`src/rtl/tracer_serial_alu.sv`:
```
// rtl/tracer_serial_alu.sv - nibble-serial ALU (add/sub/fixed-point mul/max) with byte-serial result; optional saturation via TRACER_ALU_SAT_EN
module tracer_serial_alu #(
  parameter int WIDTH = 16,
  parameter int FRAC  = 8
) (
  input  logic       clk,
  input  logic       reset,
  input  logic       i_valid,
  input  logic [3:0] i_data,
  input  logic [1:0] i_mode,
  input  logic       i_abs,
  output logic [7:0] o_result,
  output logic       o_valid,
  output logic       o_busy
);

  localparam int NIB   = WIDTH / 4;
  localparam int NBYTE = WIDTH / 8;
  localparam int PW    = 2 * WIDTH;

  localparam logic [1:0] MODE_ADD = 2'b00;
  localparam logic [1:0] MODE_SUB = 2'b01;
  localparam logic [1:0] MODE_MUL = 2'b10;

  localparam logic [WIDTH-1:0] MAX_V = {1'b0, {(WIDTH-1){1'b1}}};
  localparam logic [WIDTH-1:0] MIN_V = {1'b1, {(WIDTH-1){1'b0}}};

  typedef enum logic [2:0] {
    IDLE   = 3'd0,
    LOAD_A = 3'd1,
    LOAD_B = 3'd2,
    EXEC   = 3'd3,
    OUT    = 3'd4
  } state_t;

  state_t state;
  state_t state_nxt;

  // One counter serves nibble loading, multiply iterations and byte output.
  logic [5:0]       cnt;
  logic [WIDTH-1:0] a_reg;
  logic [WIDTH-1:0] b_reg;
  logic [1:0]       mode_q;
  logic             abs_q;
  logic [PW-1:0]    acc;
  logic [PW-1:0]    mcand;
  logic [WIDTH-1:0] res_reg;

  logic             last_nib;
  logic             exec_last;
  logic             out_last;
  logic [PW-1:0]    acc_nxt;
  logic [WIDTH-1:0] sum;
  logic [WIDTH-1:0] diff;
  logic [WIDTH-1:0] max_val;
  logic [WIDTH-1:0] add_red;
  logic [WIDTH-1:0] sub_red;
  logic [WIDTH-1:0] mul_red;
  logic [WIDTH-1:0] sel_red;
  logic [WIDTH-1:0] abs_val;
  logic [WIDTH-1:0] final_res;

  assign o_busy = (state != IDLE);

  // Phase-end flags and the shared arithmetic that feeds range reduction.
  always_comb begin
    last_nib  = (cnt == 6'(NIB - 1));
    out_last  = (cnt == 6'(NBYTE - 1));
    exec_last = (mode_q == MODE_MUL) ? (cnt == 6'(WIDTH - 1)) : 1'b1;
    sum       = a_reg + b_reg;
    diff      = a_reg - b_reg;
    max_val   = ($signed(a_reg) > $signed(b_reg)) ? a_reg : b_reg;
    // Shift-add step: the multiplier's sign bit carries negative weight.
    acc_nxt   = acc;
    if (b_reg[0]) begin
      acc_nxt = (cnt == 6'(WIDTH - 1)) ? (acc - mcand) : (acc + mcand);
    end
  end

`ifdef TRACER_ALU_SAT_EN
  logic             add_ovf;
  logic             sub_ovf;
  logic             prod_fits;
  logic [WIDTH-FRAC:0] prod_hi;

  // Clamp overflowing results to the signed range.
  always_comb begin
    add_ovf   = (a_reg[WIDTH-1] == b_reg[WIDTH-1]) && (sum[WIDTH-1] != a_reg[WIDTH-1]);
    sub_ovf   = (a_reg[WIDTH-1] != b_reg[WIDTH-1]) && (diff[WIDTH-1] != a_reg[WIDTH-1]);
    add_red   = add_ovf ? (a_reg[WIDTH-1] ? MIN_V : MAX_V) : sum;
    sub_red   = sub_ovf ? (a_reg[WIDTH-1] ? MIN_V : MAX_V) : diff;
    prod_hi   = acc_nxt[PW-1:FRAC+WIDTH-1];
    prod_fits = (&prod_hi) | ~(|prod_hi);
    mul_red   = prod_fits ? acc_nxt[FRAC +: WIDTH] : (acc_nxt[PW-1] ? MIN_V : MAX_V);
    abs_val   = (sel_red == MIN_V) ? MAX_V : (WIDTH'(0) - sel_red);
  end
`else
  // Wrap modulo 2^WIDTH: just keep the low bits of each result.
  always_comb begin
    add_red = sum;
    sub_red = diff;
    mul_red = acc_nxt[FRAC +: WIDTH];
    abs_val = WIDTH'(0) - sel_red;
  end
`endif

  // Select the reduced result for the captured mode, then apply abs.
  always_comb begin
    case (mode_q)
      MODE_ADD: sel_red = add_red;
      MODE_SUB: sel_red = sub_red;
      MODE_MUL: sel_red = mul_red;
      default:  sel_red = max_val;
    endcase
    final_res = (abs_q && sel_red[WIDTH-1]) ? abs_val : sel_red;
  end

  // State register.
  always_ff @(posedge clk) begin
    if (reset) begin
      state <= IDLE;
    end else begin
      state <= state_nxt;
    end
  end

  // Next-state logic.
  always_comb begin
    state_nxt = state;
    case (state)
      IDLE: begin
        if (i_valid) begin
          state_nxt = (NIB == 1) ? LOAD_B : LOAD_A;
        end
      end
      LOAD_A: begin
        if (i_valid && last_nib) begin
          state_nxt = LOAD_B;
        end
      end
      LOAD_B: begin
        if (i_valid && last_nib) begin
          state_nxt = EXEC;
        end
      end
      EXEC: begin
        if (exec_last) begin
          state_nxt = OUT;
        end
      end
      OUT: begin
        if (out_last) begin
          state_nxt = IDLE;
        end
      end
      default: state_nxt = IDLE;
    endcase
  end

  // Datapath: operand capture, iterative multiply, result serialisation.
  always_ff @(posedge clk) begin
    if (reset) begin
      cnt      <= '0;
      a_reg    <= '0;
      b_reg    <= '0;
      mode_q   <= '0;
      abs_q    <= 1'b0;
      acc      <= '0;
      mcand    <= '0;
      res_reg  <= '0;
      o_valid  <= 1'b0;
      o_result <= '0;
    end else begin
      o_valid  <= 1'b0;
      o_result <= '0;
      case (state)
        IDLE: begin
          if (i_valid) begin
            a_reg  <= {i_data, a_reg[WIDTH-1:4]};
            mode_q <= i_mode;
            abs_q  <= i_abs;
            cnt    <= (NIB == 1) ? 6'd0 : 6'd1;
          end
        end
        LOAD_A: begin
          if (i_valid) begin
            a_reg <= {i_data, a_reg[WIDTH-1:4]};
            cnt   <= last_nib ? 6'd0 : cnt + 6'd1;
          end
        end
        LOAD_B: begin
          if (i_valid) begin
            b_reg <= {i_data, b_reg[WIDTH-1:4]};
            if (last_nib) begin
              cnt   <= 6'd0;
              acc   <= '0;
              mcand <= {{WIDTH{a_reg[WIDTH-1]}}, a_reg};
            end else begin
              cnt <= cnt + 6'd1;
            end
          end
        end
        EXEC: begin
          if (mode_q == MODE_MUL) begin
            acc   <= acc_nxt;
            mcand <= mcand << 1;
            b_reg <= b_reg >> 1;
          end
          if (exec_last) begin
            res_reg <= final_res;
            cnt     <= 6'd0;
          end else begin
            cnt <= cnt + 6'd1;
          end
        end
        OUT: begin
          o_valid  <= 1'b1;
          o_result <= res_reg[7:0];
          res_reg  <= res_reg >> 8;
          cnt      <= out_last ? 6'd0 : cnt + 6'd1;
        end
        default: begin
        end
      endcase
    end
  end

endmodule
```
`config.mk`:
```
export PLATFORM = sky130hd
export DESIGN_NAME = tracer_serial_alu
export DESIGN_NICKNAME = d
export VERILOG_FILES = /design/src/rtl/tracer_serial_alu.sv
export SDC_FILE = /design/constraint.sdc
export NUM_CORES = 1
export LEC_CHECK = 0
export BUFFER_PORTS_ARGS = -buffer_cell sky130_fd_sc_hd__buf_2
export CAP_MARGIN = 20
export CELL_PAD_IN_SITES_DETAIL_PLACEMENT = 0
export CELL_PAD_IN_SITES_GLOBAL_PLACEMENT = 1
export CORE_UTILIZATION = 52
export CTS_BUF_LIST = sky130_fd_sc_hd__clkbuf_16
export CTS_CLUSTER_SIZE = 10
export DETAILED_ROUTE_END_ITERATION = 8
export HOLD_SLACK_MARGIN = 0.12
export PLACE_DENSITY = 0.86
export SLEW_MARGIN = 20
export SYNTH_ARGS = -nofsm -noshare
export SYNTH_HDL_FRONTEND = slang
export SYNTH_SLANG_ARGS = --single-unit
export TNS_END_PERCENT = 20
```
`constraint.sdc`:
```
create_clock -name clk -period 7.7 [get_ports clk]
set_input_delay 0.77 -clock clk [delete_from_list [all_inputs] [get_ports clk]]
set_output_delay 0.77 -clock clk [all_outputs]
set_load 0.005 [all_outputs]
```
==> impl_metrics.json, run 1 <==
{
  "synth_top_area_share_pct": 25.3,
  "synth_edf_count": 0,
  "hold_slack_ns": 0.446,
  "powerDensity_mw_per_mm2": 208,
  "critPathMaxFanout": 11,
  "fmax_mhz": 172,
  "ys_ff_latch": 117,
  "ir_worst_vdd_mv": 0.181,
  "critPathLaunchType": "flop",
  "p_int_mw": 1.33,
  "seq_power_share_pct": 31.0,
  "drc": 0,
  "globalRouteOverflowTotal": 0,
  "switching_share_pct": 36.0,
  "worstSetupPathType": "flop to flop",
  "antenna_cells": 0,
  "start_util_pct": 53.3,
  "detail_route.wl_per_cell_um": 20.3,
  "ant_nets": 0,
  "wl_mm": 29.2,
  "leakage_nw": 4.03,
  "core_mm2": 0.0174,
  "nets": 1276,
  "rows": 48,
  "final-setup-viol-count": 0,
  "combPwrFrac_pct": 30.1,
  "hold_viol_final": 0,
  "cp_slowest_cell": "o41ai_1",
  "fin_setup_tns_ns": 0,
  "rsz0062_at_grt": "no",
  "cts_max_path_buffers": 2,
  "ys_seq_area_share_pct": 25.3,
  "syn_inst": 1233,
  "synth_top_cells_by_area": "dfxtp_1, ha_1, nor2_1",
  "worstHoldPathType": "flop to flop",
  "area_growth_syn_to_layout_pct": 7.66,
  "worst_pin_slew_ns": 0.962,
  "yosys.area.top_type": "dfxtp_1",
  "period_share_pct": 75.6,
  "post-route-min-period_ns": 5.82,
  "async_flop_share_pct": 0,
  "reg.largest.list": "acc x24, mcand x24",
  "grt_pass1_vias": 8202,
  "die_area_mm2": 0.0183,
  "cts_tree": "built",
  "syn_area_per_cell_um2": 7.50,
  "outcome": "completed",
  "grt_pass1_wl_mm": 45.9,
  "slew_violations": 0,
  "cts_hold_buf": 0,
  "grt_max_degree": 80,
  "ys_warn_count": 0,
  "root_buffer": "clkbuf_16",
  "power_mw": 2.07,
  "required_ns": 8.01,
  "viasPerCell": 6.31,
  "die_w_um": 135,
  "pwr-share-clk_pct": 38.8,
  "cpPeakStageDelay_ns": 0.67,
  "yosysUniqueCellTypes": 89,
  "num_vias": 9105,
  "path_clk_slew_ns": 0.06,
  "synthFlopType": "dfxtp_1",
  "routabilityCongestion": 0.918,
  "max_cap_violations": 0,
  "clock-sinks": 117,
  "clkLatencyLatePin_ns": 0.43,
  "port_buffers": 19,
  "drive_gt1_share_pct": 7.56,
  "cts_resized": 0,
  "io_pins": 20,
  "endpoint_kind": "flop",
  "critPathArrivalTime_ns": 6.13,
  "dieHeight_um": 135,
  "drtPass1Iterations": 7,
  "power_switching_uw": 747,
  "drt-initial-drc-count": 921,
  "syn-num-nets": 1305,
  "htreeDepth": 4,
  "cts_setup_buffers": 0,
  "netlist_area_mm2": 0.00925,
  "crit_chain": "nor4_2 > nor2b_1 > nand3_1 > o41ai_1 > o21ai_0 > xnor2_1 > ha_1 > nand2_1 > nor3_1 > o311ai_0 > nand3_1 > xor2_1 > a222oi_1 > o211ai_1 > nor4_4 > a31oi_1 > xnor2_1 > o21ai_1",
  "fin_skew_ns": 0.00771,
  "dp_hpwl_mm": 21.6,
  "max_slew_margin_pct": 34.2,
  "grt_usage_pct": 32.6,
  "antenna_found_initial": 0,
  "cts_made_buffers": 17
}
power by group through the flow:
stage               Combinational, mW  Clock [mW]  Sequential, mW
global placement                0.609           0           0.656
floorplan                       0.489           0           0.643
detailed placement              0.606           0           0.656
CTS                             0.611       0.811           0.642
global route                    0.680       0.836           0.645
finish                          0.625       0.805           0.643
per-stage QoR:
| step | setup WS, ns | utilization (%) | instance area (um^2) | cells |
|---|---|---|---|---|
| 6_report | 1.88 | 57.4 | 9960 | 1442 |
| 5_1_grt | 1.63 | 57.4 | 9960 | 1442 |
| 4_1_cts | 2.07 | 57.4 | 9960 | 1442 |
| 3_5_place_dp | 2.12 | 54.0 | 9370 | 1410 |
| 3_3_place_gp | 2.26 | 54.0 | 9370 | 1410 |
| 2_1_floorplan | 3.20 | - | 9250 | 1233 |
Yosys cell counts (all sizes together), types with 9 or more instances:
master / number
a211oi: 40
a21o: 18
a21oi: 109
a22oi: 25
a31oi: 23
and2: 13
and3: 9
buf: 14
clkbuf: 62
dfxtp: 117
ha: 59
inv: 52
mux2i: 31
nand2: 119
nand2b: 15
nand3: 33
nand4: 13
nor2: 175
nor2b: 9
nor3: 24
nor4: 9
o211ai: 13
o21a: 10
o21ai: 50
o31ai: 11
or3: 11
xnor2: 33
xor2: 30
path summary, 6_finish.rpt:
check              start          end  slack (ns)  cells past startpoint
max             mcand[2]  res_reg[14]        1.88                     18
min          res_reg[12]  res_reg[12]        0.45                      2
max reg2reg     mcand[2]  res_reg[14]        1.88                     18
min reg2reg  res_reg[12]  res_reg[12]        0.45                      2
routing by layer:
layer	global-route usage [%]	up-vias	part of all wire (%)
li1	-	4423	-
met1	44.9	4271	46
met2	50.1	350	44
met3	5.69	61	7.0
met4	13.1	0	2.9
met5	0	-	0
placed cells by master (no fill, tap or decap), drive strengths merged, types with 24 or more instances in the layout:
cell type,count
buf,28
nand3,33
a211oi,40
nand2,119
a21oi,109
nor3,24
ha,59
xnor2,33
inv,56
nor2,175
dfxtp,117
xor2,30
a22oi,25
o21ai,50
mux2i,31
worst max-delay path, delay by kind of cell (launching register included):
kind	cells	cell delay, ns
xor gates and xnor gates	3	0.49
AOI/OAI and AO/OA	7	2.30
DFF	1	0.39
adders and majority gates	1	0.50
and+or+nand+nor	7	1.99
final cells by class:
| class | count | area, um^2 |
|---|---|---|
| fill | 1670 | 7400 |
| inverter | 53 | 199 |
| timing repair buffer | 28 | 165 |
| multi-input combinational | 987 | 6380 |
| clock inverter | 15 | 159 |
| tap | 225 | 282 |
| clock buffer | 17 | 425 |
| sequential | 117 | 2340 |
cell families (layout without fill, tap and decap cells):
family | after synthesis | after routing | synth area share (%)
flip-flops | 117 | 117 | 25.3
buffers and inverters | 129 | 113 | 5.67
AND/OR/NAND/NOR | 459 | 459 | 23.2
multiplexers | 36 | 36 | 4.30
XOR/XNOR | 63 | 63 | 5.97
adder cells (fa/ha/maj) | 62 | 62 | 8.63
AO/OA/AOI/OAI | 367 | 367 | 26.9
(Power assumes the default switching activity.)
==> run 2: changes to the inputs <==
--- a/config.mk
+++ b/config.mk
@@ -5,16 +5,17 @@
 export SDC_FILE = /design/constraint.sdc
 export NUM_CORES = 1
 export LEC_CHECK = 0
+export ABC_AREA = 1
 export BUFFER_PORTS_ARGS = -buffer_cell sky130_fd_sc_hd__buf_2
 export CAP_MARGIN = 20
 export CELL_PAD_IN_SITES_DETAIL_PLACEMENT = 0
 export CELL_PAD_IN_SITES_GLOBAL_PLACEMENT = 1
-export CORE_UTILIZATION = 52
+export CORE_UTILIZATION = 41
 export CTS_BUF_LIST = sky130_fd_sc_hd__clkbuf_16
 export CTS_CLUSTER_SIZE = 10
 export DETAILED_ROUTE_END_ITERATION = 8
 export HOLD_SLACK_MARGIN = 0.12
-export PLACE_DENSITY = 0.86
+export PLACE_DENSITY = 0.77
 export SLEW_MARGIN = 20
 export SYNTH_ARGS = -nofsm -noshare
 export SYNTH_HDL_FRONTEND = slang
==> constraint.sdc (replaced) <==
create_clock -name clk -period 5.3 [get_ports clk]
set_input_delay 0.53 -clock clk [delete_from_list [all_inputs] [get_ports clk]]
set_output_delay 0.53 -clock clk [all_outputs]
set_load 0.005 [all_outputs]
==> run 2 against run 1 <==
Effect of this change: register-to-register slack worse by 1.2 ns; routed wire length up 9.5%; global-route usage decreased by 5.0 points; total power grew to 3.1 times the previous value; fmax grew 26%; setup slack worse by 1.2 ns; synthesized cell count is 30% higher; non-clock buffer count up 4; clock-buffer cell count stayed put; area after synthesis increased by 5.2%; critical endpoint is now res_reg[12].
==> impl_metrics.json, run 2 <==
{
  "ys_seq_area_share_pct": 24.1,
  "viasPerCell": 5.27,
  "finish.utilization_pct": 46.5,
  "yosys.area.top_type": "dfxtp_1",
  "die_w_um": 156,
  "drtPass1Iterations": 5,
  "syn-num-nets": 1677,
  "critPathArrivalTime_ns": 4.96,
  "path_clk_slew_ns": 0.06,
  "ir_worst_vdd_mv": 0.317,
  "grt_pass1_vias": 9812,
  "io_pins": 20,
  "slew_violations": 0,
  "place_area_mm2": 0.0101,
  "cpPeakStageDelay_ns": 0.40,
  "outcome": "completed",
  "drc": 0,
  "port_buffers": 19,
  "final_common_cell": "nand2_1",
  "antenna_cells": 0,
  "cp_slowest_cell": "dfxtp_1",
  "drive_gt1_share_pct": 7.90,
  "root_buffer": "clkbuf_16",
  "final_cell_mix": "nand2_1, inv_1, nand3_1",
  "async_flop_share_pct": 0,
  "synth_top_cells_by_area": "dfxtp_1, nand2_1, nand3_1",
  "power_mw": 6.43,
  "synth_top_area_share_pct": 24.1,
  "hold_viol_final": 0,
  "min_to": "mode_q[0]",
  "stdcell_area_mm2": 0.0107,
  "area_growth_syn_to_layout_pct": 9.93,
  "netlist_area_mm2": 0.00973,
  "cts_max_path_buffers": 2,
  "antenna_found_initial": 0,
  "final-setup-viol-count": 0,
  "worstSetupPathType": "flop to flop",
  "worst_pin_slew_ns": 0.928,
  "ys_ff_latch": 117,
  "worstHoldPathType": "primary input to flop",
  "nets": 1680,
  "cts_tree": "built",
  "ff2ff_path_depth": 31,
  "fin_setup_tns_ns": 0,
  "reg.largest.list": "acc x24, mcand x24",
  "rsz0062_at_grt": "no",
  "r2r_slack_ns": 0.69,
  "detail_route.wl_per_cell_um": 16.6,
  "globalRouteOverflowTotal": 0,
  "routabilityCongestion": 0.948,
  "clock-sinks": 117,
  "period_share_pct": 87.0,
  "core_mm2": 0.0230,
  "powerDensity_mw_per_mm2": 602,
  "nFillCells": 2524,
  "fin_skew_ns": 0.0137,
  "start_util_pct": 42.3,
  "synth_edf_count": 0,
  "cts_setup_buffers": 0,
  "critPathMaxFanout": 16,
  "clkLatencyLatePin_ns": 0.43,
  "ant_nets": 0,
  "required_ns": 5.65,
  "holdPathStages": 3,
  "max_cap_violations": 0,
  "dp_hpwl_mm": 24.4,
  "ys_warn_count": 0,
  "num_vias": 10200,
  "leakage_nw": 5.13,
  "grt_pass1_wl_mm": 52.0,
  "syn_area_per_cell_um2": 6.06,
  "synth_common_cells": "nand2_1, inv_1, nand3_1",
  "grt_usage_pct": 27.6,
  "crit_top_cell": "nand2_1",
  "synthFlopType": "dfxtp_1",
  "critPathLaunchType": "flop",
  "cts_resized": 0,
  "die_area_mm2": 0.0243,
  "cts_made_buffers": 17,
  "cts_hold_buf": 0,
  "max_slew_margin_pct": 37.8,
  "wl_mm": 32.0,
  "dieHeight_um": 156,
  "yosysUniqueCellTypes": 48,
  "r2r-end": "res_reg[12]",
  "htreeDepth": 4,
  "grt_max_degree": 58,
  "syn_inst": 1605,
  "rows": 55,
  "post-synth-top-count-cell": "nand2_1",
  "hold_slack_ns": 0.323,
  "endpoint_kind": "flop",
  "fmax_mhz": 217,
  "hold_path_startpoint": "i_mode[0]",
  "drt-initial-drc-count": 856,
  "post-route-min-period_ns": 4.61,
  "r2r-start": "cnt[0]"
}
run 2: layer usage:
metal	routed length, um	vias to the layer above	global-route usage (%)
met5	0	-	0
met4	659	0	7.94
met3	1560	41	4.00
met2	15000	258	47.2
met1	14800	4662	35.9
li1	-	5225	-
run 2: cells by family after synthesis:
| group | synth area share (%) |
|---|---|
| AO/OA/AOI/OAI | 16.7 |
| XOR/XNOR | 2.97 |
| adder cells (fa/ha/maj) | 8.21 |
| buffers and inverters | 10.8 |
| flip-flops | 24.1 |
| AND/OR/NAND/NOR | 37.2 |
run 2: worst max-delay path by stage:
| stage | startpoint | endpoint | slack [ns] | cells after the start |
|---|---|---|---|---|
| floorplan | cnt[0] | res_reg[2] | 1.69 | 28 |
| global placement | cnt[0] | res_reg[13] | 0.79 | 28 |
| detailed placement | cnt[0] | res_reg[12] | 0.72 | 31 |
| CTS | cnt[0] | res_reg[12] | 0.69 | 31 |
| global route | cnt[0] | res_reg[12] | 0.07 | 32 |
| finish | cnt[0] | res_reg[12] | 0.69 | 31 |
run 2: final cells by class:
type | count | area [um^2] | share of cell area [%]
Sequential cell | 117 | 2340 | 21.9
Multi-Input combinational cell | 1219 | 6330 | 59.2
Clock inverter | 15 | 179 | 1.67
Tap cell | 313 | 392 | 3.66
Inverter | 221 | 830 | 7.76
Timing Repair Buffer | 32 | 193 | 1.80
Clock buffer | 17 | 425 | 3.98
run 2: critical path, delay by kind of cell, from the launching register on:
| family | cells | cell delay, ns |
|---|---|---|
| AOI/OAI and AO/OA | 3 | 0.66 |
| and+or+nand+nor | 23 | 2.27 |
| adders and majority gates | 2 | 0.57 |
| buffers and inverters | 2 | 0.44 |
| xor gates and xnor gates | 1 | 0.16 |
| DFF | 1 | 0.40 |
run 2: per-stage QoR:
stage | setup slack, ns | std cells
global placement | 0.792 | 1902
global route | 0.0683 | 1934
CTS | 0.690 | 1934
finish | 0.691 | 1934
floorplan | 1.69 | 1605
detailed placement | 0.724 | 1902
run 2: where the power goes:
part | total (mW) | leakage [nW] | internal (mW) | switching, mW
Clock | 1.23 | 0.286 | 0.742 | 0.486
Combinational | 4.07 | 3.89 | 1.29 | 2.78
Sequential | 1.14 | 0.949 | 0.978 | 0.159
Total | 6.43 | 5.13 | 3.01 | 3.42
==> run 3: changes to the inputs <==
--- a/config.mk
+++ b/config.mk
@@ -11,11 +11,11 @@
 export CELL_PAD_IN_SITES_DETAIL_PLACEMENT = 0
 export CELL_PAD_IN_SITES_GLOBAL_PLACEMENT = 1
 export CORE_UTILIZATION = 41
-export CTS_BUF_LIST = sky130_fd_sc_hd__clkbuf_16
 export CTS_CLUSTER_SIZE = 10
 export DETAILED_ROUTE_END_ITERATION = 8
 export HOLD_SLACK_MARGIN = 0.12
 export PLACE_DENSITY = 0.77
+export REMOVE_ABC_BUFFERS = 1
 export SLEW_MARGIN = 20
 export SYNTH_ARGS = -nofsm -noshare
 export SYNTH_HDL_FRONTEND = slang
==> run 3 against run 2 <==
Effect of this change: cell area decreased by 0.18%; setup slack got worse by 0.040 ns; total power decreased by 0.72%; fmax decreased by 0.87%; register-to-register slack got worse by 0.04 ns; routed wire length decreased by 0.25%; sequential cell count unchanged; utilization decreased by 0.082 points.
==> impl_metrics.json, run 3 (synthesis gave the netlist of run 2 again) <==
{
  "outcome": "completed",
  "cts_made_buffers": 17,
  "nets": 1679,
  "clock-sinks": 117,
  "root_buffer": "clkbuf_16",
  "antenna_found_initial": 0,
  "required_ns": 5.58,
  "critPathArrivalTime_ns": 4.93,
  "viasPerCell": 5.28,
  "dpl_worst_slack_ns": 0.730,
  "path_clk_slew_ns": 0.07,
  "fmax_mhz": 215,
  "dp.cells": 1901,
  "htreeDepth": 4,
  "critPathMaxFanout": 16,
  "globalRouteOverflowTotal": 0,
  "rsz0062_at_grt": "no",
  "detail_route.wl_per_cell_um": 16.5,
  "max_slew_margin_pct": 41.4,
  "rows": 55,
  "ant_nets": 0,
  "dp_hpwl_mm": 24.3,
  "antenna_cells": 0,
  "drt-initial-drc-count": 787,
  "port_buffers": 19,
  "area_growth_syn_to_layout_pct": 9.74,
  "drc": 0,
  "critPathLaunchType": "flop",
  "num_vias": 10200,
  "final_cell_mix": "nand2_1, inv_1, nand3_1",
  "cts_hold_buf": 0,
  "fin_cells": 1933,
  "drive_gt1_share_pct": 7.84,
  "die_area_mm2": 0.0243,
  "powerDensity_mw_per_mm2": 598,
  "endpoint_kind": "flop",
  "setup_ws_ns": 0.651,
  "slew_violations": 0,
  "routabilityCongestion": 0.946,
  "holdPathStages": 3,
  "start_util_pct": 42.3,
  "grt_max_degree": 58,
  "grt_pass1_wl_mm": 51.5,
  "max_cap_violations": 0,
  "cts_tree": "built",
  "drtPass1Iterations": 7,
  "period_share_pct": 87.7,
  "power_mw": 6.39,
  "hold_viol_final": 0,
  "grt_usage_pct": 27.4,
  "leakage_nw": 5.11,
  "io_pins": 20,
  "ir_worst_vdd_mv": 0.216,
  "cts_max_path_buffers": 2,
  "dieHeight_um": 156,
  "final-setup-viol-count": 0,
  "core_mm2": 0.0230,
  "die_w_um": 156,
  "worstHoldPathType": "primary input to flop",
  "grt_pass1_vias": 9590,
  "fin_skew_ns": 0.0128,
  "post-route-min-period_ns": 4.65,
  "worst_pin_slew_ns": 0.877,
  "cts_setup_buffers": 0,
  "wl_mm": 31.9,
  "fin_setup_tns_ns": 0,
  "ff2ff_path_depth": 27,
  "clkLatencyLatePin_ns": 0.43,
  "cts_resized": 0,
  "worstSetupPathType": "flop to flop",
  "reg.largest.list": "acc x24, mcand x24",
  "final_common_cell": "nand2_1"
}
[run 3: cell count changes in the layout (fill, tap and decap cells not counted), sizes merged]
cell,change
buf,-1
bufinv,-1
clkbuf,+1
clkinvlp,+1
inv,-1
[run 3: worst paths after layout]
path              startpoint           to  slack (ns)
hold / removal     i_mode[0]    mode_q[0]        0.33
hold reg to reg   res_reg[1]  o_result[1]        0.44
setup / recovery      cnt[0]   res_reg[2]        0.65
setup reg to reg      cnt[0]   res_reg[2]        0.65
[run 3: power breakdown]
group	internal (mW)	switching (mW)	leakage [nW]
combinational	1.29	2.76	3.89
sequential	0.978	0.161	0.949
clock	0.709	0.490	0.276
total	2.98	3.41	5.11
[run 3: worst max-delay path, cell delays in order, from the launching register on]
cell	delay, ns
dfxtp_1	0.40
ha_1	0.21
nand2_1	0.06
nor2_1	0.12
nand2_1	0.16
clkinv_1	0.28
nor2_1	0.14
a21oi_1	0.32
o21ai_0	0.18
xnor2_1	0.17
ha_1	0.38
nand2_1	0.13
nor2_1	0.21
nand2_1	0.13
nor2_1	0.10
nand2_1	0.08
nand3_1	0.09
nand3_1	0.08
nand3_1	0.08
nand2_1	0.05
nand2_1	0.08
nand2_1	0.06
nand3_1	0.09
nand2_1	0.11
nor2_4	0.30
o21ai_0	0.15
o21ai_0	0.20
a21oi_1	0.08
[run 3: layout make-up]
class	count	area, um^2
clock buffers	18	439
clock inverters	14	154
fillers	2559	12300
inverters	221	830
multi-input cells	1219	6330
flip-flops and latches	117	2340
well taps	313	392
repair buffers	31	185
[run 3: layer usage]
metal	up-vias	global-route usage (%)	part of all wire, %
met1	4672	36.3	46
li1	5239	-	-
met5	-	0	0
met3	55	3.61	4.7
met4	0	9.94	2.7
met2	247	45.4	46
[run 3: metrics by stage]
| step | area (um^2) | hold WS, ns | utilization, % |
|---|---|---|---|
| global route | 10700 | 0.346 | 46.4 |
| CTS | 10700 | 0.326 | 46.4 |
| global placement | 10100 | 0.419 | 43.9 |
| detailed placement | 10100 | 0.430 | 43.9 |
| finish | 10700 | 0.334 | 46.4 |
| floorplan | 9500 | 0.408 | - |
